<file path="config.mk">
export PLATFORM = sky130hd
export DESIGN_NAME = vsa16_mem_resp
export DESIGN_NICKNAME = d
export VERILOG_FILES = /design/src/rtl/vsa16_mem_resp.sv
export SDC_FILE = /design/constraint.sdc
export NUM_CORES = 1
export LEC_CHECK = 0
export BUFFER_PORTS_ARGS = -buffer_cell sky130_fd_sc_hd__clkbuf_2
export CAP_MARGIN = 40
export CORE_ASPECT_RATIO = 0.8
export CORE_MARGIN = 1.5
export CORE_UTILIZATION = 40
export DETAILED_ROUTE_END_ITERATION = 16
export PLACE_DENSITY = 0.53
export SLEW_MARGIN = 15
export SYNTH_ARGS = -nofsm -noshare
export SYNTH_HDL_FRONTEND = slang
export SYNTH_SLANG_ARGS = --single-unit
</file>
<file path="constraint.sdc">
create_clock -name clock -period 2.15 [get_ports clock]
set_input_delay 0.215 -clock clock [delete_from_list [all_inputs] [get_ports clock]]
set_output_delay 0.215 -clock clock [all_outputs]
set_load 0.005 [all_outputs]
</file>
<file path="src/rtl/vsa16_mem_resp.sv">
// Instruction/data memory responder: 16-word imem (registered fetch, program-load port)
// and 16-word dmem (combinational load). Optional range checking via VSA16_MEM_RANGE_CHECK_EN.
module vsa16_mem_resp (
  input  logic        clock,
  input  logic        reset,
  input  logic [11:0] PC,
  output logic [15:0] instruction,
  input  logic [15:0] ALUOutput,
  input  logic [15:0] dataout,
  input  logic        wr,
  output logic [15:0] datain,
  input  logic        prog_we,
  input  logic [3:0]  prog_addr,
  input  logic [15:0] prog_data,
  output logic [7:0]  wr_count,
  output logic        proto_err,
  output logic        range_err
);

  logic [15:0] imem [16];
  logic [15:0] dmem [16];
  logic        prev_wr;
  logic [3:0]  fetch_idx;
  logic [3:0]  data_idx;
  logic        store_ok;

  assign fetch_idx = PC[4:1];
  assign data_idx  = ALUOutput[4:1];

`ifdef VSA16_MEM_RANGE_CHECK_EN
  logic data_bad;
  logic pc_bad;

  assign data_bad = ALUOutput[0] | (|ALUOutput[15:5]);
  assign pc_bad   = PC[0] | (|PC[11:5]);
  assign store_ok = wr & ~data_bad;

  always_ff @(posedge clock) begin
    if (reset) begin
      range_err <= 1'b0;
    end else if ((wr && data_bad) || pc_bad) begin
      range_err <= 1'b1;
    end
  end
`else
  assign store_ok  = wr;
  assign range_err = 1'b0;
`endif

  // Load data bypasses any register: a store becomes visible only after its edge.
  assign datain = dmem[data_idx];

  // NOTE: the memories are cleared on reset because the processor relies on
  // reading zeros right after reset; this forces flop-based storage, not RAM macros.
  always_ff @(posedge clock) begin
    if (reset) begin
      for (int i = 0; i < 16; i++) begin
        imem[i] <= '0;
        dmem[i] <= '0;
      end
    end else begin
      if (prog_we) imem[prog_addr] <= prog_data;
      if (store_ok) dmem[data_idx] <= dataout;
    end
  end

  // NOTE: non-blocking assignment here is what makes a same-cycle program load
  // show the old word this cycle and the new word next cycle.
  always_ff @(posedge clock) begin
    if (reset) begin
      instruction <= '0;
    end else begin
      instruction <= imem[fetch_idx];
    end
  end

  always_ff @(posedge clock) begin
    if (reset) begin
      wr_count  <= '0;
      prev_wr   <= 1'b0;
      proto_err <= 1'b0;
    end else begin
      prev_wr <= wr;
      if (wr && prev_wr) proto_err <= 1'b1;
      if (store_ok && (wr_count != 8'hFF)) wr_count <= wr_count + 8'd1;
    end
  end

endmodule

</file>
**Word-level counts from Yosys, hierarchy flattened**

Memory sizes are Yosys's and may differ from the RTL's. A register that Yosys moved wholly into a read port is not among the register bits.
Index checks and enable logic that the tools add are counted.

- Register bits after elaboration: 10
- Latch bits: 0
- Bits in writable memories: 512
- ROM bits: 0
- Output and inout port bits: 42
- Word-level logic and storage cells: 25
- Memories: 2

- Add/subtract/negate cells: 1
- Multipliers: 0
- Div/mod/pow operators: 0
- Magnitude comparators: 0
- Equality and inequality tests: 1
- Shift operators: 0
- Mux-type cells: 14
- Bitwise operators: 0
- Reductions and logical operators: 4

Memory list:

| name | depth | width | read ports | clocked after Yosys merged registers in | wr ports | RTL line | text |
|---|---|---|---|---|---|---|---|
| dmem | 16 | 16 | 1 | 0 | 16 | 21 | `logic [15:0] dmem [16];` |
| imem | 16 | 16 | 1 | 1 | 16 | 20 | `logic [15:0] imem [16];` |

Operator list:

| operator | number |
|---|---|
| $mux W16 | 2 |
| $reduce_or A16 Y1 | 2 |
| $mux W1 | 10 |
| $add A8 B1 Y8 const B | 1 |
| $mux W4 | 2 |
| $ne A8 B8 Y1 const B | 1 |
| $logic_and A1 B1 Y1 | 2 |

**Logic depth before layout (Yosys ltp)**

- Word-level depth: 5
- Mapped depth: 7

**Worst setup path before layout**

No wires, ideal clock.

- Path type: input to register
- From: input port reset
- To: memory dmem[0][0], enable pin
- Library setup time: 334 ps
- Arrival time: 1,411 ps
- Required time: 1,816 ps
- Path slack: 405 ps
- Stages on the path: 4
- Buffers on the path: 0
- Cells stage by stage: and2b_2 -> or3b_4 -> nor3_4 -> or2_2

RTL lines:

| element | RTL line | text |
|---|---|---|
| start, declared | 5 | `input logic reset,` |
| end, declared | 21 |  |

**Final worst setup path**

- From: memory dmem[15][0]
- To: output port datain[0]

- Word-level cells in the longest chain between the ends: 1

RTL lines:

| element | RTL line | text |
|---|---|---|
| $mem_v2 Z16 W16 | - |  |
| end, declared | 11 | `output logic [15:0] datain,` |

Every way passes these cells.

==> flow_summary.json <==
{
  "ys_seq_area_share_pct": 65.9,
  "rsz0062_at_grt": "yes",
  "clock_sinks": 538,
  "place_congestion": 0.811,
  "vias": 13600,
  "syn-num-nets": 1707,
  "start_util_pct": 40.4,
  "drc": 0,
  "drv_slew": 0,
  "drv_cap": 0,
  "clockBufferDepth": 3,
  "synth_cells": 1638,
  "p_seq_share_pct": 52.2,
  "clk_latency_ps": 610,
  "end_kind": "output port",
  "area_growth_pct": 15.3,
  "cts_root_buf": "clkbuf_16",
  "netlist.area_leader.share_pct": 63.7,
  "hp-class": "input port to flop",
  "final-seq-area_sq_um": 15900,
  "busiest_layer": "met1",
  "die_w_um": 278,
  "core_area_sq_um": 59700,
  "cts-buffers-inserted": 57,
  "yosys_warnings": 0,
  "drt_iter0_markers": 1237,
  "dp_hpwl_um": 39800,
  "place_inst": 2475,
  "die_h_um": 223,
  "tightest_slew_ps": 872,
  "h-tree-depth": 2,
  "nFillCells": 5272,
  "tritoncts": "built",
  "setup_ws_ps": -113,
  "cts.reportedPaths.clkPinSlew_ps": 60,
  "grt_pass1_vias": 13600,
  "grt_use_met1_pct": 31.5,
  "failed_checks": "negative setup slack",
  "async_reset_ff_share_pct": 0,
  "finalCritPeriodShare_pct": 105,
  "hold_violations": 0,
  "fin_nets": 1825,
  "grt-ovfl-total": 0,
  "synth_top_area_cell": "edfxtp_1",
  "rows": 80,
  "drive_gt1_share_pct": 22.3,
  "clockPowerShare_pct": 39.9,
  "use_met3_pct": 3.45,
  "track_usage_pct": 20.2,
  "grt_pass1_wl_um": 91400,
  "cp.arrival_ps": 2050,
  "ant_nets": 0,
  "boundaryPins": 110,
  "synthDistinctLibCells": 41,
  "outcome": "finished with violations",
  "intPower_w": 0.0181,
  "multiInputGateArea_sq_um": 7810,
  "via_per_inst": 5.26,
  "io_buffers": 88,
  "pwr-share-comb_pct": 8.0,
  "clock_skew_ps": 12.8,
  "ir_drop_uv": 577,
  "finalSetupViolCount": 11,
  "p_total_w": 0.0235,
  "slew_headroom_pct": 41.6,
  "finalWirelength_um": 62300,
  "dieArea_sq_um": 61800,
  "synth-main-ff-cell": "edfxtp_1",
  "dr.pass1.iters": 5,
  "antenna_found_initial": 9,
  "synth_area_sq_um": 24100,
  "cp_max_fo": 1,
  "ys_seq_elements": 538,
  "cp.required_ps": 1930,
  "period_minus_slack_ps": 2260,
  "met2_usage_pct": 29.0,
  "cp-start-kind": "flop",
  "power_leakage_nw": 10.2,
  "p_sw_w": 0.00539,
  "p_per_area_nw_per_um2": 843,
  "avgSynthCellArea_sq_um": 14.7,
  "routedWlPerCell_um": 24.1,
  "grt_start_max_net_pins": 35,
  "instances_no_fill": 2582,
  "synthTopCellsByArea": "edfxtp_1, and2_1, mux4_2, mux2i_1, a22oi_1",
  "fmax_ghz": 0.442,
  "p_sw_share_pct": 23.0,
  "synth_edf_count": 512,
  "postCtsSetupBuffers": 0,
  "critPathKind": "flop to output port"
}
worst paths after layout:
path          startpoint          end  slack, ps  depth (start not counted)
max          dmem[15][0]    datain[0]       -110                          5
min          dataout[12]  dmem[7][12]        140                          2
min reg2reg      prev_wr    proto_err        480                          2
max reg2reg  wr_count[4]  wr_count[1]        620                          4
cell usage in the layout (no fill, tap or decap), types with 8 or more instances in the layout:
master	n
a22oi_2	14
clkbuf_1	17
clkinv_1	8
or2_2	32
mux2i_1	115
nand2_1	35
buf_4	78
nand3_1	15
and2_1	514
dfxtp_1	26
clkbuf_2	85
nor2_1	31
mux4_2	71
a22oi_1	68
edfxtp_1	512
buf_12	16
clkbuf_16	58
clkinv_2	9
o21ai_0	17
cell type report:
class,count,area share (%)
sequential,538,57.2
multi-input combinational,975,28.1
clock buffer,78,5.60
tap,779,3.51
antenna,3,0.0270
timing repair buffer,183,4.94
inverter,1,0.0135
clock inverter,25,0.679
timing repair:
item                                    in CTS  in global routing
resized for setup                           23                  4
cloned                                       0                  0
hold buffers                                 1                  0
endpoints found under the setup margin      15                 15
pin swaps                                   10                  5
endpoints found under the hold margin        2                  0
registers in the layout, summed over array words and instances (netlist names):
signal	flops
wr_count	8
prev_wr	1
dmem	256
imem	256
instruction	16
proto_err	1
layer usage:
layer | routed length, um | up-vias | part of all wire, %
met4 | 1050 | 8 | 1.7
met2 | 26700 | 309 | 43
met1 | 31000 | 6957 | 50
met3 | 3490 | 76 | 5.6
li1 | - | 6225 | -
met5 | 38 | - | 0.061
per-stage QoR:
step	hold WS, ps	utilization (%)	cell area, sq um	setup TNS (ps)	worst slack [ps]
2_1_floorplan	354	-	24100	0	405
3_3_place_gp	447	43.5	25900	-602	-122
3_5_place_dp	465	43.5	25900	0	31.3
4_1_cts	104	46.6	27800	-1150	-134
5_1_grt	156	46.6	27800	-1470	-158
6_report	140	46.6	27800	-627	-113
power by group through the flow:
stage          Clock (W)  Sequential, W  Combinational [W]
5_1_grt          0.00990         0.0123            0.00200
6_report         0.00935         0.0122            0.00187
2_1_floorplan          0         0.0124            0.00102
3_3_place_gp           0         0.0124            0.00183
4_1_cts          0.00954         0.0122            0.00188
3_5_place_dp           0         0.0125            0.00184
synth_stat cells (15+ instances only):
cell and n:
a22oi_1 82, nor2_1 32, clkbuf_1 86, dfxtp_1 26, mux2i_1 115, edfxtp_1 512, nand3_1 15, or2_2 32
buf_2 18, o21ai_0 17, mux4_2 71, nand2_1 42, and2_1 514
worst max-delay path: stages (launching register included):
cell and delay, ps:
edfxtp_1 370, mux4_2 560, a22oi_2 200, buf_6 150, nand2_4 50, clkbuf_2 120
kinds of logic after synthesis:
| group | after synthesis | share of synthesized area (%) |
|---|---|---|
| XOR/XNOR | 5 | 0.182 |
| AND/OR/NAND/NOR | 671 | 16.9 |
| flip-flops | 538 | 65.9 |
| adder cells (fa/ha/maj) | 1 | 0.0519 |
| buffers and inverters | 125 | 2.27 |
| other | 1 | 0.0155 |
| multiplexers | 186 | 11.4 |
| AO/OA/AOI/OAI | 111 | 3.31 |
No activity file was read; power rests on OpenSTA's default activity.
